File: src/rtl/alu_issue_ctrl.sv
// rtl/alu_issue_ctrl.sv - request/response controller for the 16-bit ALU with in-block shift-add MUL
// Registers ALU operands, captures the result, and serialises one request at a time.
module alu_issue_ctrl #(
  parameter int WIDTH    = 16,
  parameter int MUL_ITER = 16
) (
  input  logic               clk,
  input  logic               rst_n,
  input  logic               req_valid,
  output logic               req_ready,
  input  logic [WIDTH-1:0]   req_a,
  input  logic [WIDTH-1:0]   req_b,
  input  logic [2:0]         req_opcode,
  output logic               resp_valid,
  input  logic               resp_ready,
  output logic [2*WIDTH-1:0] resp_result,
  output logic [1:0]         resp_flags,
  output logic [WIDTH-1:0]   alu_a,
  output logic [WIDTH-1:0]   alu_b,
  output logic [2:0]         alu_opcode,
  input  logic [2*WIDTH-1:0] alu_result,
  output logic               busy
);

  localparam int CW = $clog2(MUL_ITER) + 1;

  localparam logic [2:0] OP_ADD = 3'b000;
  localparam logic [2:0] OP_MUL = 3'b001;
  localparam logic [2:0] OP_SUB = 3'b010;
  localparam logic [2:0] OP_ILL = 3'b111;

  typedef enum logic [1:0] {
    S_IDLE  = 2'd0,
    S_ISSUE = 2'd1,
    S_MUL   = 2'd2,
    S_RESP  = 2'd3
  } state_t;

  state_t r_state;
  state_t w_next;

  logic [WIDTH-1:0]   r_alu_a;
  logic [WIDTH-1:0]   r_alu_b;
  logic [2:0]         r_alu_op;
  logic [2*WIDTH-1:0] r_mcand;
  logic [WIDTH-1:0]   r_mplier;
  logic [2*WIDTH-1:0] r_acc;
  logic [CW-1:0]      r_cnt;
  logic               r_resp_valid;
  logic [2*WIDTH-1:0] r_resp_result;
  logic [1:0]         r_resp_flags;

  logic               w_accept;
  logic               w_mul_last;
  logic               w_carry;
  logic               w_borrow;
  logic [2*WIDTH-1:0] w_acc_next;
  logic [2*WIDTH-1:0] w_addend;

  assign w_accept   = (r_state == S_IDLE) && req_valid;
  assign w_mul_last = (r_cnt == CW'(MUL_ITER - 1));
  // A truncated sum wraps below either operand exactly when bit WIDTH would be set.
  assign w_carry    = (r_alu_a + r_alu_b) < r_alu_a;
  assign w_borrow   = r_alu_a < r_alu_b;
  assign w_addend   = r_mplier[0] ? r_mcand : '0;
  assign w_acc_next = r_acc + w_addend;

  always_ff @(posedge clk or negedge rst_n) begin
    if (!rst_n) r_state <= S_IDLE;
    else        r_state <= w_next;
  end

  always_comb begin
    w_next = r_state;
    case (r_state)
      S_IDLE: begin
        if (req_valid) begin
          if (req_opcode == OP_MUL)      w_next = S_MUL;
          else if (req_opcode == OP_ILL) w_next = S_RESP;
          else                           w_next = S_ISSUE;
        end
      end
      S_ISSUE: w_next = S_RESP;
      S_MUL:   if (w_mul_last) w_next = S_RESP;
      S_RESP:  if (resp_ready) w_next = S_IDLE;
      default: w_next = S_IDLE;
    endcase
  end

  always_ff @(posedge clk or negedge rst_n) begin
    if (!rst_n) begin
      r_alu_a       <= '0;
      r_alu_b       <= '0;
      r_alu_op      <= OP_ADD;
      r_mcand       <= '0;
      r_mplier      <= '0;
      r_acc         <= '0;
      r_cnt         <= '0;
      r_resp_valid  <= 1'b0;
      r_resp_result <= '0;
      r_resp_flags  <= 2'b00;
    end else begin
      case (r_state)
        S_IDLE: begin
          if (w_accept) begin
            if (req_opcode == OP_MUL) begin
              r_alu_a  <= '0;
              r_alu_b  <= '0;
              r_alu_op <= OP_ADD;
              r_acc    <= '0;
              r_cnt    <= '0;
              r_mcand  <= {{WIDTH{1'b0}}, req_a};
              r_mplier <= req_b;
            end else if (req_opcode == OP_ILL) begin
              r_resp_valid  <= 1'b1;
              r_resp_result <= '0;
              r_resp_flags  <= 2'b10;
            end else begin
              r_alu_a  <= req_a;
              r_alu_b  <= req_b;
              r_alu_op <= req_opcode;
            end
          end
        end
        S_ISSUE: begin
          r_resp_valid  <= 1'b1;
          r_resp_result <= alu_result;
          if (r_alu_op == OP_ADD)      r_resp_flags <= {1'b0, w_carry};
          else if (r_alu_op == OP_SUB) r_resp_flags <= {1'b0, w_borrow};
          else                         r_resp_flags <= 2'b00;
        end
        S_MUL: begin
          r_acc    <= w_acc_next;
          r_mcand  <= r_mcand << 1;
          r_mplier <= r_mplier >> 1;
          r_cnt    <= r_cnt + 1'b1;
          if (w_mul_last) begin
            r_resp_valid  <= 1'b1;
            r_resp_result <= w_acc_next;
            r_resp_flags  <= 2'b00;
          end
        end
        S_RESP: begin
          if (resp_ready) r_resp_valid <= 1'b0;
        end
        default: ;
      endcase
    end
  end

  assign req_ready   = (r_state == S_IDLE);
  assign busy        = (r_state != S_IDLE);
  assign resp_valid  = r_resp_valid;
  assign resp_result = r_resp_result;
  assign resp_flags  = r_resp_flags;
  assign alu_a       = r_alu_a;
  assign alu_b       = r_alu_b;
  assign alu_opcode  = r_alu_op;

endmodule

File: config.mk
export PLATFORM = sky130hd
export DESIGN_NAME = alu_issue_ctrl
export DESIGN_NICKNAME = d
export VERILOG_FILES = /design/src/rtl/alu_issue_ctrl.sv
export SDC_FILE = /design/constraint.sdc
export NUM_CORES = 1
export LEC_CHECK = 0
export ABC_CLOCK_PERIOD_IN_PS = 8000
export CORE_MARGIN = 2
export CORE_UTILIZATION = 49
export DETAILED_ROUTE_END_ITERATION = 12
export GPL_ROUTABILITY_DRIVEN = 0
export GPL_TIMING_DRIVEN = 0
export PLACE_DENSITY = 0.84
export SYNTH_ARGS = -nofsm -noshare
export SYNTH_HDL_FRONTEND = slang
export SYNTH_SLANG_ARGS = --single-unit
File: constraint.sdc
create_clock -name clk -period 8 [get_ports clk]
set_clock_uncertainty 0.2 [all_clocks]
set_input_delay 1.6 -clock clk [delete_from_list [all_inputs] [get_ports clk]]
set_output_delay 1.6 -clock clk [all_outputs]
set_load 0.02 [all_outputs]
==> reports/metrics.cfg, run 1 <==
[cts]
clock_latency_ns=0.44
cts_setup_buffers=0
clk_pin_slew_ns=0.06
max-clock-path-buffers=2
cts_inserted_buffers=17
cts_hold_buffers=0
cts_resized=0
cts-root-buf=clkbuf_16
cts_num_sinks=157
cts_tree=yes
cts_max_level=4

[timing]
fin_crit_sh_pct=54.2
max_slew.worst_pin.slew_ns=0.829
hold_viol=0
timing.hold.ws_ns=0.270
maxSlewHeadroom_pct=44.7
setup_viol=0
grt_setup_unrepaired=no
maxSlewViolCount=0
setup_tns_ns=0
period_minus_slack_ns=4.33
fmax_ghz=0.231

[setup_path]
required_ns=8.12
cp-start-kind=primary input
critPathKind=in -> reg
cp_max_fo=10
rr_worst_depth=16
crit_arrival_ns=4.46
end_kind=register

[hold_path]
holdCritPathClass=reg -> reg
whs_path_depth=2

[logic_synthesis]
synth_warnings=0
synthesis.nets=1269
synth-seq-cells=157
synth_seq_area_share_pct=40.5
synth_top_area_share_pct=40.5
syn_inst=1114
synthesis.area_um2=9700
synth_ff_type=dfrtp_1
syn_avg_cell_area_um2=8.71
synthTopCellsByArea=dfrtp_1 41%, ha_1 11%, nand2_1 6.9%
synth_edf_count=0
synth_top_area_cell=dfrtp_1
yosysUniqueCellTypes=59
synthArstFlopShare_pct=100

[layout]
layout-area-overhead-vs-synth_pct=24.0
fin_nets=1431
stdcell_area_um2=12000
fill_cells=1606
multi_input_area_um2=5320
regArea_um2=3930
mostFrequentLayoutCell=nand2_1
layout_common_cells=178 x nand2_1, 157 x dfrtp_1, 141 x clkdlybuf4s50_1
drive_gt1_share_pct=3.41
diodes=0

[run_status]
outcome=finished, final reports clean

[pwr]
power_uw=4920
cellPowerDensity_nw_per_um2=409
leakagePower_uw=0.00560
ir_drop_v=0.000282

[floorplanning]
coreArea_um2=19500
die_w_um=145
die-area_um2=20900
start_util_pct=49.8
die_y_um=145
rows=51
pin_count=143

[route]
final_antenna_net_count=0
drc=0
vias=8929
drtPass1Iterations=5
drt_iter0_markers=733
wl_per_cell_um=17.8
vias_per_cell=5.75
route.final.wire_length_um=27700

[place]
io_buffers=142
hpwl_um=21000
dpl_cell_area_um2=11500

[global_routing]
grt_usage_pct=27.2
antenna_found_initial=0
grt_pass1_wl_um=44100
grt_max_degree=101
overflow=0
grt_pass1_vias=8964

[flow_run]
drv_cap=0

logic make-up (layout without fill, tap and decap cells):
group | count (synthesis) | in the layout | synth area share, %
simple gates | 365 | 365 | 17.0
compound gates | 314 | 314 | 19.6
flops | 157 | 157 | 40.5
buf+inv | 119 | 294 | 4.66
fa+ha+maj | 84 | 84 | 11.0
xor+xnor | 42 | 42 | 3.79
mux | 33 | 33 | 3.43
layout make-up:
class | instances | share of cell area, %
multi-input combinational | 838 | 44.2
clock buffer | 21 | 3.75
clock inverter | 11 | 0.791
timing repair buffer | 143 | 12.1
sequential | 157 | 32.7
tap | 265 | 2.76
inverter | 59 | 1.84
buffer | 60 | 1.91
Yosys cell counts (all sizes together), types with 3 or more instances:
master  number
nand2      178
dfrtp      157
o21ai      123
ha          82
nand3       75
a21oi       72
inv         59
clkbuf      55
nor2        39
a21o        34
and2        33
mux2i       31
xnor2       27
xor2        15
o21bai      14
o22ai       12
nand4       11
o31ai        7
a211oi       6
a22oi        6
a31oi        6
nor2b        6
nor3         6
buf          5
nand2b       5
or3          5
a211o        4
a21boi       4
and3         4
a221oi       3
o31a         3
stage by stage:
step / setup WS, ns / utilization (%) / instances
after floorplan: 4.27 / - / 1114
after detailed placement: 3.29 / 59.0 / 1522
after global placement: -1.19 / 58.8 / 1521
final: 3.67 / 61.8 / 1554
after CTS: 3.68 / 61.8 / 1554
after global routing: 3.46 / 61.8 / 1554
where the power goes:
group	leakage [uW]	internal [uW]	switching (uW)	total, uW
clock	0.000251	433	330	763
sequential	0.00205	1080	237	1320
combinational	0.00330	1120	1720	2840
critical path, cell delays in order:
cell,delay (ns)
clkdlybuf4s50_1,0.46
nor2_1,0.18
nand2_1,0.26
o21ai_1,0.60
o21ai_1,0.36
clkbuf_1,0.40
clkbuf_1,0.35
nand2_1,0.16
nand2_1,0.08
sequential cells by signal (all words and copies together) (netlist names):
name	flops
alu_b	16
resp_result	32
r_state	2
alu_a	16
r_mcand	32
r_cnt	5
resp_flags	2
resp_valid	1
alu_opcode	3
r_acc	32
r_mplier	16
per-layer routing:
metal / up-vias / routed length, um / global-route usage, %
met1: 4228 / 11700 / 34.8
met3: 78 / 2050 / 4.77
met2: 414 / 12900 / 45.4
li1: 4209 / - / -
met5: - / 0 / 0
met4: 0 / 1080 / 12.0
path summary, 6_finish.rpt:
kind / start / to / slack [ns]
min in group asynchronous: rst_n / resp_result[23] / 0.92
worst max register to register: alu_b[2] / resp_flags[0] / 3.91
max in group asynchronous: rst_n / r_mcand[8] / 5.76
worst min-delay path: r_mcand[31] / r_mcand[31] / 0.27
worst max-delay path: req_opcode[2] / r_acc[6] / 3.67
worst min register to register: r_mcand[31] / r_mcand[31] / 0.27
Power figures use the tool's default switching activity.
==> run 2: changes to the inputs <==
--- a/config.mk
+++ b/config.mk
@@ -5,13 +5,13 @@
 export SDC_FILE = /design/constraint.sdc
 export NUM_CORES = 1
 export LEC_CHECK = 0
-export ABC_CLOCK_PERIOD_IN_PS = 8000
+export ABC_CLOCK_PERIOD_IN_PS = 3800
 export CORE_MARGIN = 2
 export CORE_UTILIZATION = 49
 export DETAILED_ROUTE_END_ITERATION = 12
 export GPL_ROUTABILITY_DRIVEN = 0
 export GPL_TIMING_DRIVEN = 0
-export PLACE_DENSITY = 0.84
+export PLACE_DENSITY = 0.87
 export SYNTH_ARGS = -nofsm -noshare
 export SYNTH_HDL_FRONTEND = slang
 export SYNTH_SLANG_ARGS = --single-unit
==> constraint.sdc (replaced) <==
create_clock -name clk -period 3.8 [get_ports clk]
set_clock_uncertainty 0.2 [all_clocks]
set_input_delay 0.76 -clock clk [delete_from_list [all_inputs] [get_ports clk]]
set_output_delay 0.76 -clock clk [all_outputs]
set_load 0.02 [all_outputs]
==> run 2 against run 1 <==
  * Combinational power is 120% higher
  * Via count is 2.5% higher
  * Count of clock-buffer cells in the layout is 1 lower
  * Final cell count is 0.39% higher
  * Critical path type is now reg -> reg
  * Highest routed layer unchanged
==> reports/metrics.cfg, run 2 (synthesis results as in run 1) <==
[pwr]
cellPowerDensity_nw_per_um2=891
p_sw_uw=5010
p_sw_share_pct=45.9
leakagePower_uw=0.00569
power_uw=10900
ir_drop_v=0.000622
internal_power_uw=5900
combPwrFrac_pct=57.3
p_seq_share_pct=25.5
pwr-share-clk_pct=17.1

[flow_run]
drv_cap=0

[setup_path]
critPathKind=reg -> reg
cp-start-kind=register
startpoint=alu_a[1]
required_ns=3.95
rrSetupSlack_ns=0.007
rr_worst_depth=16
crit_arrival_ns=3.94
end_kind=register
cp_max_fo=4
rr_endpoint=resp_flags[0]
rr_startpoint=alu_a[1]
endpoint=resp_flags[0]

[timing]
period_minus_slack_ns=3.79
fmax_ghz=0.264
max_slew.worst_pin.slew_ns=0.854
grt_setup_unrepaired=yes
fin_ws_ns=0.00744
setup_viol=0
timing.hold.ws_ns=0.112
hold_viol=0
maxSlewHeadroom_pct=43.1
maxSlewViolCount=0
fin_crit_sh_pct=99.8

[global_routing]
use_met2_pct=45.6
overflow=0
grt_usage_pct=27.6
grt_pass1_vias=8930
grt_max_degree=89
grt_pass1_wl_um=45000
met3_usage_pct=4.71
use_met1_pct=35.3
top_usage_layer=met2
antenna_found_initial=0

[layout]
final_util_pct=62.9
mostFrequentLayoutCell=nand2_1
layout-area-overhead-vs-synth_pct=26.2
stdcell_area_um2=12200
fill_cells=1559
layout_common_cells=178 x nand2_1, 157 x dfrtp_1, 141 x clkdlybuf4s50_1
diodes=0
fin_nets=1438
drive_gt1_share_pct=4.86

[floorplanning]
die_w_um=145
coreArea_um2=19500
pin_count=143
start_util_pct=49.8
die-area_um2=20900
die_y_um=145
rows=51

[route]
vias_per_cell=5.87
drt_iter0_markers=699
wl_per_cell_um=18.3
route.final.wire_length_um=28600
vias=9153
drtPass1Iterations=8
drc=0
final_antenna_net_count=0

[cts]
clock_latency_ns=0.43
cts_inserted_buffers=17
cts-root-buf=clkbuf_16
clk_pin_slew_ns=0.07
cts_tree=yes
cts_num_sinks=157
cts_max_level=4
cts_hold_buffers=0
max-clock-path-buffers=2

[place]
io_buffers=142
post-place-ws_ns=-0.269
dpl_cell_area_um2=11500
hpwl_um=21000

[hold_path]
holdCritPathClass=in -> async

[run_status]
outcome=finished, final reports clean

## run 2: worst min path at each step
stage / from / endpoint / slack, ns / cells after the start
CTS: rst_n / resp_result[23] / 0.14 / 1
global placement: r_mcand[31] / r_mcand[31] / 0.25 / 2
floorplan: r_mcand[31] / r_mcand[31] / 0.24 / 2
global route: rst_n / resp_result[23] / 0.17 / 1
detailed placement: resp_result[0] / resp_result[0] / 0.26 / 2
finish: rst_n / resp_result[23] / 0.11 / 1
## run 2: stage by stage
step / setup TNS, ns / instances
floorplan: 0 / 1114
global placement: -715.92 / 1521
detailed placement: -1.81 / 1522
CTS: 0 / 1553
global route: -0.138 / 1560
finish: 0 / 1560
## run 2: timing repair
action,CTS,global route
gates resized for setup,8,14
pin swaps,2,11
buffers inserted,0,7
setup endpoints to repair,1,9
## run 2: worst max-delay path, cell delays in order (launching register included)
cell	delay, ns
dfrtp_1	0.42
inv_1	0.10
fa_1	0.48
o21bai_1	0.22
a21oi_2	0.10
o21ai_1	0.20
a21oi_2	0.12
a21oi_1	0.36
a2111oi_4	0.10
o21bai_1	0.15
a21oi_1	0.10
xor2_1	0.15
ha_1	0.31
a21o_1	0.20
a2111oi_4	0.28
o21ai_1	0.12
o211ai_1	0.10
## run 2: power groups by stage
| stage | logic [uW] | clock network, uW | registers [uW] |
|---|---|---|---|
| final | 6260 | 1870 | 2790 |
| after global routing | 6850 | 1950 | 2850 |
| after floorplan | 3560 | 0 | 3020 |
| after CTS | 5990 | 1880 | 2770 |
| after global placement | 5600 | 0 | 2750 |
| after detailed placement | 5830 | 0 | 2780 |
## run 2: per-layer routing
metal | share of wire (%) | up-vias
met5 | 0 | -
li1 | - | 4236
met2 | 46 | 497
met3 | 8.2 | 105
met1 | 41 | 4315
met4 | 4.8 | 0
## run 2: area by class of cell
class	count	area [um2]	share of cell area [%]
clock inverter	11	193	1.57
multi-input combinational	838	5390	44.1
inverter	59	221	1.81
timing repair buffer	150	1500	12.3
tap	265	332	2.71
clock buffer	20	437	3.57
buffer	60	233	1.90
sequential	157	3930	32.1
==> run 3: changes to the inputs <==
--- a/config.mk
+++ b/config.mk
@@ -12,6 +12,7 @@
 export GPL_ROUTABILITY_DRIVEN = 0
 export GPL_TIMING_DRIVEN = 0
 export PLACE_DENSITY = 0.87
+export RECOVER_POWER = 100
 export SYNTH_ARGS = -nofsm -noshare
 export SYNTH_HDL_FRONTEND = slang
 export SYNTH_SLANG_ARGS = --single-unit
==> run 3 against run 2 <==
  * The run now ends with max-capacitance violations, max-slew violations, negative setup slack left
  * Power fell by 0.50%
  * Sequential power barely moved
  * Wire length barely moved
  * First-iteration DRC count rose by 5.0%
  * Non-clock buffer count did not move
  * Global-route usage did not move
  * Largest cell class unchanged
==> reports/metrics.cfg, run 3 (synthesis results as in run 1) <==
[timing]
setup_viol=1
maxSlewHeadroom_pct=-17.9
fin_crit_sh_pct=100
timing.hold.ws_ns=0.267
fin_ws_ns=-0.00980
fmax_ghz=0.262
grt_setup_unrepaired=yes
max_slew.worst_pin.slew_ns=1.77
maxSlewViolCount=71
setup_tns_ns=-0.00980
period_minus_slack_ns=3.81
hold_viol=0

[cts]
max-clock-path-buffers=2
clk_pin_slew_ns=0.06
cts_tree=yes
cts_inserted_buffers=17
cts_max_level=4
cts_hold_buffers=0
cts-root-buf=clkbuf_16
cts_num_sinks=157
clock_latency_ns=0.43

[layout]
diodes=0
mostFrequentLayoutCell=nand2_1
fin_nets=1438
fin_cells=1560
layout_common_cells=178 x nand2_1, 157 x dfrtp_1, 108 x o21ai_0
layout-area-overhead-vs-synth_pct=25.9
stdcell_area_um2=12200
drive_gt1_share_pct=4.86

[setup_path]
crit_arrival_ns=3.96
rr_endpoint=resp_flags[0]
rr_worst_depth=16
cp-start-kind=register
rrSetupSlack_ns=-0.01
cp_max_fo=4
end_kind=register
required_ns=3.95
rr_startpoint=alu_a[1]
critPathKind=reg -> reg

[floorplanning]
die_y_um=145
start_util_pct=49.8
coreArea_um2=19500
die_w_um=145
die-area_um2=20900
pin_count=143
rows=51

[global_routing]
grt_usage_pct=27.6
top_usage_layer=met2
grt_max_degree=89
overflow=0
use_met2_pct=45.6
grt_pass1_vias=8930
grt_pass1_wl_um=45000
met3_usage_pct=4.71
use_met1_pct=35.3
antenna_found_initial=0

[route]
wl_per_cell_um=18.3
drc=0
final_antenna_net_count=0
vias_per_cell=5.86
vias=9146
drtPass1Iterations=5
drt_iter0_markers=734
route.final.wire_length_um=28600

[hold_path]
holdCritPathClass=reg -> reg
hold_path.startpoint=resp_result[0]
whs_path_depth=2
min_to=resp_result[0]

[run_status]
outcome=finished with violations
violations=max-capacitance violations, max-slew violations, negative setup slack

[flow_run]
drv_cap=1

[pwr]
ir_drop_v=0.000620
cellPowerDensity_nw_per_um2=889
leakagePower_uw=0.00576

[place]
place_inst=1522
hpwl_um=21000
dpl_cell_area_um2=11500
io_buffers=142

## run 3: cell count changes in the layout (fill, tap and decap cells not counted), sizes merged
| cell | change |
|---|---|
| clkdlybuf4s50 | -39 |
| dlygate4sd3 | +39 |
| buf | -2 |
| clkbuf | +2 |
## run 3: routing by layer
metal  part of all wire (%)  routed length, um
met1                     41              11700
met2                     47              13400
met3                    8.0               2280
met4                    4.5               1300
met5                      0                  0
## run 3: repair_timing
item	4_1_cts	5_1_grt
gates resized for setup	8	14
setup buffers	0	7
pin swaps	2	11
endpoints found under the setup margin	1	9
hold endpoints to repair	0	0
gates cloned	0	0
## run 3: worst max path at each step
stage / startpoint / to / slack (ns)
floorplan: alu_b[2] / resp_flags[0] / 0.07
global placement: rst_n / alu_a[4] / -4.57
detailed placement: alu_a[1] / resp_flags[0] / -0.27
CTS: alu_b[1] / resp_flags[0] / 0.03
global route: alu_b[2] / resp_flags[0] / -0.14
finish: alu_a[1] / resp_flags[0] / -0.01
## run 3: per-stage QoR
stage / total power [uW] / worst slack [ns] / utilization (%)
finish: 10900 / -0.00980 / 62.8
global route: 11600 / -0.138 / 62.8
CTS: 10600 / 0.0304 / 62.3
detailed placement: 8610 / -0.269 / 59.0
global placement: 8360 / -4.57 / 58.8
floorplan: 6580 / 0.0719 / -
## run 3: layout make-up
class / count / area, um2
Fill cell: 1561 / 7250
Multi-Input combinational cell: 838 / 5390
Sequential cell: 157 / 3930
Timing Repair Buffer: 150 / 1480
Clock buffer: 20 / 437
Tap cell: 265 / 332
Buffer: 60 / 233
Inverter: 59 / 221
Clock inverter: 11 / 193
## run 3: report_power, final
part	total [uW]	switching [uW]	internal (uW)
sequential	2780	503	2280
combinational	6210	3800	2410
clock	1870	707	1160
## run 3: worst max-delay path, cell delays in order, from the launching register on
cell       delay [ns]
dfrtp_1          0.42
inv_1            0.11
fa_1             0.48
o21bai_1         0.22
a21oi_2          0.10
o21ai_1          0.20
a21oi_2          0.12
a21oi_1          0.36
a2111oi_4        0.10
o21bai_1         0.15
a21oi_1          0.10
xor2_1           0.15
ha_1             0.31
a21o_1           0.20
a2111oi_4        0.28
o21ai_1          0.12
o211ai_1         0.11
